`config.mk`:
```
export PLATFORM = sky130hd
export DESIGN_NAME = pattern_pwm
export DESIGN_NICKNAME = d
export VERILOG_FILES = /design/src/rtl/pattern_pwm.sv
export SDC_FILE = /design/constraint.sdc
export NUM_CORES = 1
export LEC_CHECK = 0
export CORE_MARGIN = 2
export CORE_UTILIZATION = 40
export CTS_BUF_LIST = sky130_fd_sc_hd__clkbuf_2
export DETAILED_ROUTE_END_ITERATION = 10
export GPL_TIMING_DRIVEN = 0
export PLACE_DENSITY = 0.71
export RECOVER_POWER = 100
export SKIP_CTS_REPAIR_TIMING = 1
export SYNTH_ARGS = -nofsm -noshare
export SYNTH_HDL_FRONTEND = slang
export SYNTH_SLANG_ARGS = --single-unit
```
`constraint.sdc`:
```
create_clock -name clk -period 1.91 [get_ports clk]
set_clock_uncertainty 0.15 [all_clocks]
set_input_delay 0.191 -clock clk [delete_from_list [all_inputs] [get_ports clk]]
set_output_delay 0.191 -clock clk [all_outputs]
set_load 0.01 [all_outputs]
```
`src/rtl/pattern_pwm.sv`:
```
// ---------------------------------------------------------------------------
// pattern_pwm
//   Serial pattern generator for the DDS sample datapath. A start request
//   latches an 8-bit pattern and a repeat count. The pattern is then shifted
//   out MSB-first on pwm_out and replayed (duty_num+1) times. Each bit is
//   held for BIT_CYCLES clocks.
//
// Ports
//   clk       in   system clock, rising edge
//   rst       in   synchronous active-high reset
//   pwm_en    in   start request, sampled only while idle
//   duty_num  in   extra pattern repetitions (passes = duty_num+1)
//   PAT       in   pattern to emit, MSB first
//   pwm_out   out  serial pattern bit (registered)
//   busy      out  high while a sequence is being emitted (registered)
//   valid     out  one-cycle completion strobe (registered)
// ---------------------------------------------------------------------------
module pattern_pwm #(
    parameter int PAT_W      = 8,
    parameter int CNT_W      = 8,
    parameter int BIT_CYCLES = 1
) (
    input  logic             clk,
    input  logic             rst,
    input  logic             pwm_en,
    input  logic [CNT_W-1:0] duty_num,
    input  logic [PAT_W-1:0] PAT,
    output logic             pwm_out,
    output logic             busy,
    output logic             valid
);

    // Counter widths are kept at least one bit wide so BIT_CYCLES=1 is legal.
    localparam int IDX_W  = (PAT_W > 1) ? $clog2(PAT_W) : 1;
    localparam int HOLD_W = (BIT_CYCLES > 1) ? $clog2(BIT_CYCLES) : 1;

    localparam logic [IDX_W-1:0]  IDX_MAX  = IDX_W'(PAT_W - 1);
    localparam logic [HOLD_W-1:0] HOLD_MAX = HOLD_W'(BIT_CYCLES - 1);

    typedef enum logic {
        IDLE = 1'b0,
        RUN  = 1'b1
    } state_t;

    state_t             state_q;
    logic [PAT_W-1:0]   pat_q;
    logic [CNT_W-1:0]   rep_q;
    logic [CNT_W-1:0]   pass_q;
    logic [IDX_W-1:0]   bit_idx_q;
    logic [IDX_W-1:0]   bit_idx_d;
    logic [HOLD_W-1:0]  hold_q;
    logic               pwm_q;
    logic               busy_q;
    logic               valid_q;

    // Index of the next bit to present once the current one has been held.
    always_comb begin
        bit_idx_d = bit_idx_q - IDX_W'(1);
    end

    always_ff @(posedge clk) begin
        if (rst) begin
            state_q   <= IDLE;
            pat_q     <= '0;
            rep_q     <= '0;
            pass_q    <= '0;
            bit_idx_q <= '0;
            hold_q    <= '0;
            pwm_q     <= 1'b0;
            busy_q    <= 1'b0;
            valid_q   <= 1'b0;
        end else begin
            // The completion strobe lives for a single cycle.
            valid_q <= 1'b0;
            case (state_q)
                IDLE: begin
                    pwm_q  <= 1'b0;
                    busy_q <= 1'b0;
                    if (pwm_en) begin
                        pat_q     <= PAT;
                        rep_q     <= duty_num;
                        pass_q    <= '0;
                        bit_idx_q <= IDX_MAX;
                        hold_q    <= '0;
                        // First bit appears on the accepting edge itself.
                        pwm_q     <= PAT[PAT_W-1];
                        busy_q    <= 1'b1;
                        state_q   <= RUN;
                    end
                end
                RUN: begin
                    if (hold_q != HOLD_MAX) begin
                        hold_q <= hold_q + HOLD_W'(1);
                    end else begin
                        hold_q <= '0;
                        if (bit_idx_q != '0) begin
                            bit_idx_q <= bit_idx_d;
                            pwm_q     <= pat_q[bit_idx_d];
                        end else if (pass_q == rep_q) begin
                            // Compare before incrementing so rep_q at its
                            // maximum never needs a wider pass counter.
                            state_q <= IDLE;
                            pwm_q   <= 1'b0;
                            busy_q  <= 1'b0;
                            valid_q <= 1'b1;
                        end else begin
                            pass_q    <= pass_q + CNT_W'(1);
                            bit_idx_q <= IDX_MAX;
                            pwm_q     <= pat_q[PAT_W-1];
                        end
                    end
                end
                default: begin
                    state_q <= IDLE;
                    pwm_q   <= 1'b0;
                    busy_q  <= 1'b0;
                end
            endcase
        end
    end

    assign pwm_out = pwm_q;
    assign busy    = busy_q;
    assign valid   = valid_q;

endmodule

```
==> results of run 1 <==
-- kinds of logic (layout without fill, tap and decap cells) --
family / after synthesis / count (layout) / share of synthesized area [%]
AOI/OAI and AO/OA: 37 / 37 / 15.3
xor gates and xnor gates: 8 / 8 / 4.71
adders and majority gates: 3 / 3 / 2.53
buffers and inverters: 12 / 43 / 4.21
DFF: 31 / 31 / 41.8
muxes: 4 / 4 / 4.55
and+or+nand+nor: 80 / 80 / 26.9
-- final cells by class --
| cell class | instances | area (um^2) | area share (%) |
|---|---|---|---|
| Multi-Input combinational cell | 132 | 820 | 44.8 |
| Sequential cell | 31 | 631 | 34.4 |
| Timing Repair Buffer | 25 | 233 | 12.7 |
| Tap cell | 48 | 60.1 | 3.28 |
| Buffer | 10 | 50.0 | 2.73 |
| Clock buffer | 6 | 30.0 | 1.64 |
| Inverter | 2 | 7.51 | 0.410 |
-- cell usage after synthesis (all sizes together) --
cell and instances:
buf 5, and3 2, a21o 2, nor2b 2
nand3 8, nand2 40, inv 2, a222oi 1
mux4 2, mux2 2, nand2b 2, o31ai 1
nor2 10, dfxtp 31, o211ai 1, xor2 8
a31oi 2, nor3 3, nor3b 2, nand3b 8
a31o 2, o22ai 1, clkbuf 5, o21ai 2
nor4 2, nand4 1, a21oi 24, a221oi 1
ha 3
-- metal layers --
metal  global-route usage, %  vias up
met5                       0        -
met3                    5.38        6
met2                    26.4       24
met1                    21.5      595
met4                    8.24        0
li1                        -      669
-- worst max-delay path by stage --
stage / startpoint / end / slack [ns] / cells after the start
final: bit_idx_q[0]$_SDFFE_PP0P_ / pwm_out$_SDFF_PP0_ / -0.10 / 7
after global routing: bit_idx_q[1]$_SDFFE_PP0P_ / pwm_out$_SDFF_PP0_ / -0.20 / 7
after CTS: bit_idx_q[0]$_SDFFE_PP0P_ / pwm_out$_SDFF_PP0_ / -0.15 / 7
after detailed placement: bit_idx_q[0]$_SDFFE_PP0P_ / pwm_out$_SDFF_PP0_ / -0.13 / 7
after global placement: rst / busy$_SDFFE_PP0P_ / -0.15 / 4
after floorplan: bit_idx_q[0]$_SDFFE_PP0P_ / pwm_out$_SDFF_PP0_ / 0.02 / 7
-- stage by stage --
stage / cells / power (mW) / instance area [um^2] / hold slack (ns) / util (%)
6_report: 254 / 1.28 / 1830 / 0.200 / 50.8
5_1_grt: 254 / 1.37 / 1830 / 0.174 / 50.8
4_1_cts: 250 / 1.28 / 1800 / 0.185 / 49.9
3_5_place_dp: 244 / 0.983 / 1770 / 0.297 / 49.1
3_3_place_gp: 244 / 0.980 / 1770 / 0.293 / 49.1
2_1_floorplan: 175 / 0.890 / 1500 / 0.177 / -
-- critical path, cell delays in order (launching register included) --
cell and delay, ns:
dfxtp_4 0.38, inv_2 0.05, ha_4 0.28, mux4_2 0.51, o21ai_2 0.07, nand3_1 0.08
a222oi_1 0.33, nor2_1 0.07
-- registers in the layout, summed over array words and instances (netlist names) --
register and cells:
pwm_out 1, pat_q 8, state_q 1, bit_idx_q 3, valid 1, busy 1, pass_q 8, rep_q 8
-- power breakdown --
part	internal, mW	switching (mW)	total [mW]
registers	0.682	0.0250	0.707
logic	0.138	0.142	0.279
clock network	0.0827	0.215	0.297
total	0.903	0.381	1.28
==> impl_metrics.env, run 1 <==
export IMPL_dp_slack_ns=-0.135
export IMPL_core_um2=3610
export IMPL_rows=22
export IMPL_synth_area_leaders="dfxtp_1, nand2_1, a21oi_1, xor2_1, nand3b_1"
export IMPL_synth_cell_area_um2=1490
export IMPL_arrival_ns=2.13
export IMPL_drv_cap=0
export IMPL_drv_slew=0
export IMPL_vias_per_cell=5.09
export IMPL_fillerInstances=372
export IMPL_hold_class="input pin to register"
export IMPL_setup_viol=2
export IMPL_min_period_over_period_pct=105
export IMPL_holdCritStartpoint="PAT[3]"
export IMPL_setup_tns_ns=-0.111
export IMPL_post_synth_num_cell_types=36
export IMPL_clock_sinks=31
export IMPL_grt_max_degree=11
export IMPL_track_usage_pct=17.1
export IMPL_max_freq_ghz=0.497
export IMPL_ir_drop_uv=459
export IMPL_gp_congestion=0.774
export IMPL_htreeDepth=2
export IMPL_pin_count=22
export IMPL_r2r_start="bit_idx_q[0]$_SDFFE_PP0P_"
export IMPL_drt_iter0_drc=63
export IMPL_wirelength_met1_um=1560
export IMPL_critPathKind="register to register"
export IMPL_syn_area_per_cell_um2=8.49
export IMPL_yosysTopAreaCellShare_pct=41.8
export IMPL_dr_wl_met2_um=1410
export IMPL_syn_nets=197
export IMPL_violations="negative setup slack"
export IMPL_p_leak_nw=0.720
export IMPL_grt_pass1_vias=1201
export IMPL_end_kind="register"
export IMPL_post_route_drc_count=0
export IMPL_die_h_um=65.0
export IMPL_routed_wl_met3_um=122
export IMPL_final_nets=229
export IMPL_cts_tree="built"
export IMPL_n_antenna_cell=0
export IMPL_routedWlPerCell_um=12.4
export IMPL_root_buffer="clkbuf_2"
export IMPL_synth_seq_cells=31
export IMPL_layout_common_cells="nand2_1, dfxtp_1, a21oi_1"
export IMPL_antenna_found_initial=0
export IMPL_powerDensity_nw_per_um2=702
export IMPL_rsz0062_at_grt="true"
export IMPL_relSlewSlack_pct=64.2
export IMPL_status="finished, violations left"
export IMPL_reg2reg_depth=7
export IMPL_path_clk_slew_ns=0.16
export IMPL_drt_first_pass_iters=4
export IMPL_hpwlAfterDp_um=2170
export IMPL_wirelength_um=3140
export IMPL_clk_path_buf_depth=2
export IMPL_r2r_end="pwm_out$_SDFF_PP0_"
export IMPL_die_area_um2=4220
export IMPL_worstPathRequired_ns=2.03
export IMPL_period_needed_ns=2.01
export IMPL_tightest_slew_ns=0.537
export IMPL_cp_max_fo=3
export IMPL_hold_depth=3
export IMPL_reg2reg_slack_ns=-0.10
export IMPL_ant_nets=0
export IMPL_overflow=0
export IMPL_start_util_pct=41.2
export IMPL_ys_seq_area_share_pct=41.8
export IMPL_area_growth_syn_to_layout_pct=23.1
export IMPL_clkLatencyLatePin_ns=0.37
export IMPL_min_to="pat_q[3]$_SDFFE_PP0P_"
export IMPL_layout_drive_gt1_share_pct=16.5
export IMPL_synth_top_area_cell="dfxtp_1"
export IMPL_layout_setup_ws_ns=-0.101
export IMPL_routed_top_layer="met4"
export IMPL_numCtsBuffers=5
export IMPL_die_x_um=65.0
export IMPL_synthCells=175
export IMPL_grt_pass1_wl_um=5430
export IMPL_cp_start_kind="register"
export IMPL_portBuffers=21
export IMPL_vias=1294
export IMPL_hold_viol_final=0
export IMPL_layout_commonest_cell="nand2_1"
export IMPL_yosysWarningCount=0
Note: power is estimated with default switching activity, not from simulation.
==> run 2: changes to the inputs <==
--- a/config.mk
+++ b/config.mk
@@ -5,6 +5,7 @@
 export SDC_FILE = /design/constraint.sdc
 export NUM_CORES = 1
 export LEC_CHECK = 0
+export ABC_AREA = 1
 export CORE_MARGIN = 2
 export CORE_UTILIZATION = 40
 export CTS_BUF_LIST = sky130_fd_sc_hd__clkbuf_2
@@ -13,6 +14,7 @@
 export PLACE_DENSITY = 0.71
 export RECOVER_POWER = 100
 export SKIP_CTS_REPAIR_TIMING = 1
+export SLEW_MARGIN = 20
 export SYNTH_ARGS = -nofsm -noshare
 export SYNTH_HDL_FRONTEND = slang
 export SYNTH_SLANG_ARGS = --single-unit
==> run 2 against run 1 <==
The run now ends clean; final cell count is 16% higher; flip-flop and latch count stayed put; synthesized cell count grew 25%; count of clock-buffer cells in the layout did not move; sequential share of layout area decreased by 1.2 points; critical path depth up 2; sequential power is 2% higher; largest cell class unchanged; hold slack improved by 0.041 ns.
==> impl_metrics.env, run 2 <==
export IMPL_setup_viol=0
export IMPL_grt_pass1_vias=1308
export IMPL_portBuffers=20
export IMPL_path_clk_slew_ns=0.17
export IMPL_layout_commonest_cell="nand2_1"
export IMPL_overflow=0
export IMPL_dpl_cell_area_um2=1850
export IMPL_tightest_slew_ns=0.467
export IMPL_drt_iter0_drc=30
export IMPL_path_cells="inv_1, ha_1, nand2_1, inv_1, nor2_1, nand3_1, nand3_1, nand2_1, inv_1"
export IMPL_hpwlAfterDp_um=2450
export IMPL_gp_congestion=0.778
export IMPL_routedWlPerCell_um=11.4
export IMPL_grt_pass1_wl_um=5820
export IMPL_cts_tree="built"
export IMPL_min_period_over_period_pct=91.8
export IMPL_top_regs="pass_q x8, pat_q x8, rep_q x8"
export IMPL_synthCells=218
export IMPL_p_leak_nw=0.789
export IMPL_wirelength_um=3360
export IMPL_clk_path_buf_depth=2
export IMPL_yosysWarningCount=0
export IMPL_synth_most_common_cell="nand2_1"
export IMPL_syn_area_per_cell_um2=7.27
export IMPL_syn_nets=240
export IMPL_synth_area_leaders="dfxtp_1, nand2_1, a21oi_1, o21ai_0, inv_1"
export IMPL_period_needed_ns=1.75
export IMPL_relSlewSlack_pct=68.8
export IMPL_cp_max_fo=10
export IMPL_end_kind="register"
export IMPL_n_antenna_cell=0
export IMPL_hold_depth=3
export IMPL_fin_util_pct=50.0
export IMPL_drv_cap=0
export IMPL_area_growth_syn_to_layout_pct=18.1
export IMPL_max_freq_ghz=0.570
export IMPL_post_synth_num_cell_types=29
export IMPL_ir_drop_uv=474
export IMPL_htreeDepth=2
export IMPL_track_usage_pct=17.9
export IMPL_core_um2=3740
export IMPL_die_x_um=67.0
export IMPL_final_nets=267
export IMPL_die_area_um2=4480
export IMPL_grt_max_degree=11
export IMPL_crit_path_max_incr_delay_ns=0.44
export IMPL_arrival_ns=1.93
export IMPL_die_h_um=67.0
export IMPL_reg2reg_depth=9
export IMPL_rows=22
export IMPL_crit_slowest_cell="dfxtp_2"
export IMPL_ys_seq_area_share_pct=39.1
export IMPL_synth_edf_count=0
export IMPL_post_route_drc_count=0
export IMPL_ant_nets=0
export IMPL_pin_count=22
export IMPL_synth_top_area_cell="dfxtp_1"
export IMPL_clkLatencyLatePin_ns=0.36
export IMPL_power_mw=1.32
export IMPL_antenna_found_initial=0
export IMPL_synth_main_ff_cell="dfxtp_1"
export IMPL_stdcell_area_um2=1870
export IMPL_async_reset_ff_share_pct=0
export IMPL_hold_viol_final=0
export IMPL_start_util_pct=42.3
export IMPL_powerDensity_nw_per_um2=705
export IMPL_layout_drive_gt1_share_pct=11.4
export IMPL_drt_first_pass_iters=4
export IMPL_worstPathRequired_ns=2.09
export IMPL_layout_common_cells="nand2_1, dfxtp_1, inv_1, nor2_1"
export IMPL_clock_sinks=31
export IMPL_crit_top_cell="inv_1"
export IMPL_numCtsBuffers=5
export IMPL_vias=1374
export IMPL_root_buffer="clkbuf_2"
export IMPL_synth_seq_cells=31
export IMPL_yosysTopAreaCellShare_pct=39.1
export IMPL_synth_cell_area_um2=1590
export IMPL_status="complete, no violations"
export IMPL_drv_slew=0
export IMPL_hold_class="input pin to register"
export IMPL_synthTopCellsByCount="nand2_1, dfxtp_1, inv_1, nor2_1"
export IMPL_vias_per_cell=4.67
export IMPL_cp_start_kind="register"
export IMPL_critPathKind="register to register"
-- run 2: changes by cell type in the layout (fill, tap and decap cells not counted), moves of 3 or more --
cell | before | now
clkbuf_1 | 8 | 2
dfxtp_1 | 25 | 30
dfxtp_2 | 5 | 1
inv_1 | 0 | 24
nand2_1 | 40 | 46
nand2_2 | 0 | 3
nand3_1 | 8 | 11
nand3b_1 | 7 | 1
nor2_1 | 10 | 24
o21ai_0 | 1 | 20
xnor2_1 | 0 | 4
xor2_1 | 8 | 1
-- run 2: stage by stage --
step / TNS, ns / std cells / worst slack (ns) / hold WS [ns]
2_1_floorplan: 0 / 218 / 0.192 / 0.176
3_3_place_gp: -0.0269 / 286 / -0.0269 / 0.299
3_5_place_dp: -0.0304 / 286 / -0.0304 / 0.310
4_1_cts: -0.0905 / 294 / -0.0727 / -0.0554
5_1_grt: -0.0111 / 294 / -0.0111 / 0.243
6_report: 0 / 294 / 0.156 / 0.241
-- run 2: power breakdown --
| group | switching [mW] | total (mW) | internal [mW] |
|---|---|---|---|
| Clock | 0.223 | 0.311 | 0.0882 |
| Sequential | 0.0278 | 0.719 | 0.691 |
| Combinational | 0.167 | 0.289 | 0.122 |
| Total | 0.417 | 1.32 | 0.901 |
-- run 2: worst paths after layout --
check	slack, ns	startpoint	endpoint
max	0.16	bit_idx_q[0]$_SDFFE_PP0P_	pwm_out$_SDFF_PP0_
min	0.24	PAT[3]	pat_q[3]$_SDFFE_PP0P_
max reg2reg	0.16	bit_idx_q[0]$_SDFFE_PP0P_	pwm_out$_SDFF_PP0_
min reg2reg	0.33	pat_q[6]$_SDFFE_PP0P_	pat_q[6]$_SDFFE_PP0P_
-- run 2: cell type report --
cell class	count	area [um^2]
Sequential cell	31	622
Timing Repair Buffer	21	210
Tap cell	48	60.1
Clock inverter	2	7.51
Multi-Input combinational cell	152	798
Inverter	28	110
Fill cell	403	1870
Buffer	6	33.8
Clock buffer	6	30.0
-- run 2: cells by family (layout without fill, tap and decap cells) --
logic type / after synthesis / count (layout) / share of synthesized area, %
simple gates: 98 / 98 / 30.5
compound gates: 46 / 46 / 15.8
buf+inv: 35 / 63 / 9.39
flops: 31 / 31 / 39.1
xor+xnor: 5 / 5 / 2.76
fa+ha+maj: 3 / 3 / 2.37
-- run 2: per-layer routing --
| metal | vias up | GRT usage [%] | part of all wire [%] |
|---|---|---|---|
| li1 | 750 | - | - |
| met1 | 590 | 22.0 | 47 |
| met2 | 32 | 29.9 | 47 |
| met3 | 2 | 3.89 | 5.3 |
| met4 | 0 | 7.65 | 0.54 |
| met5 | - | 0 | 0 |
-- run 2: critical path: cells and delay by family, from the launching register on --
| kind | cells | cell delay [ns] |
|---|---|---|
| adders and majority gates | 1 | 0.20 |
| and+or+nand+nor | 5 | 0.70 |
| DFF | 1 | 0.44 |
| buffers and inverters | 3 | 0.23 |
==> run 3: changes to the inputs <==
--- a/config.mk
+++ b/config.mk
@@ -5,12 +5,12 @@
 export SDC_FILE = /design/constraint.sdc
 export NUM_CORES = 1
 export LEC_CHECK = 0
-export ABC_AREA = 1
 export CORE_MARGIN = 2
 export CORE_UTILIZATION = 40
 export CTS_BUF_LIST = sky130_fd_sc_hd__clkbuf_2
 export DETAILED_ROUTE_END_ITERATION = 10
 export GPL_TIMING_DRIVEN = 0
+export MAX_ROUTING_LAYER = met4
 export PLACE_DENSITY = 0.71
 export RECOVER_POWER = 100
 export SKIP_CTS_REPAIR_TIMING = 1
==> results of run 3 <==
Final layout, timing and power as in run 1 (identical DEF).
Main changes from that run: final weighted congestion in routability-driven placement 0.774 -> 0.784; overall routing resource usage 17.1% -> 17.6%
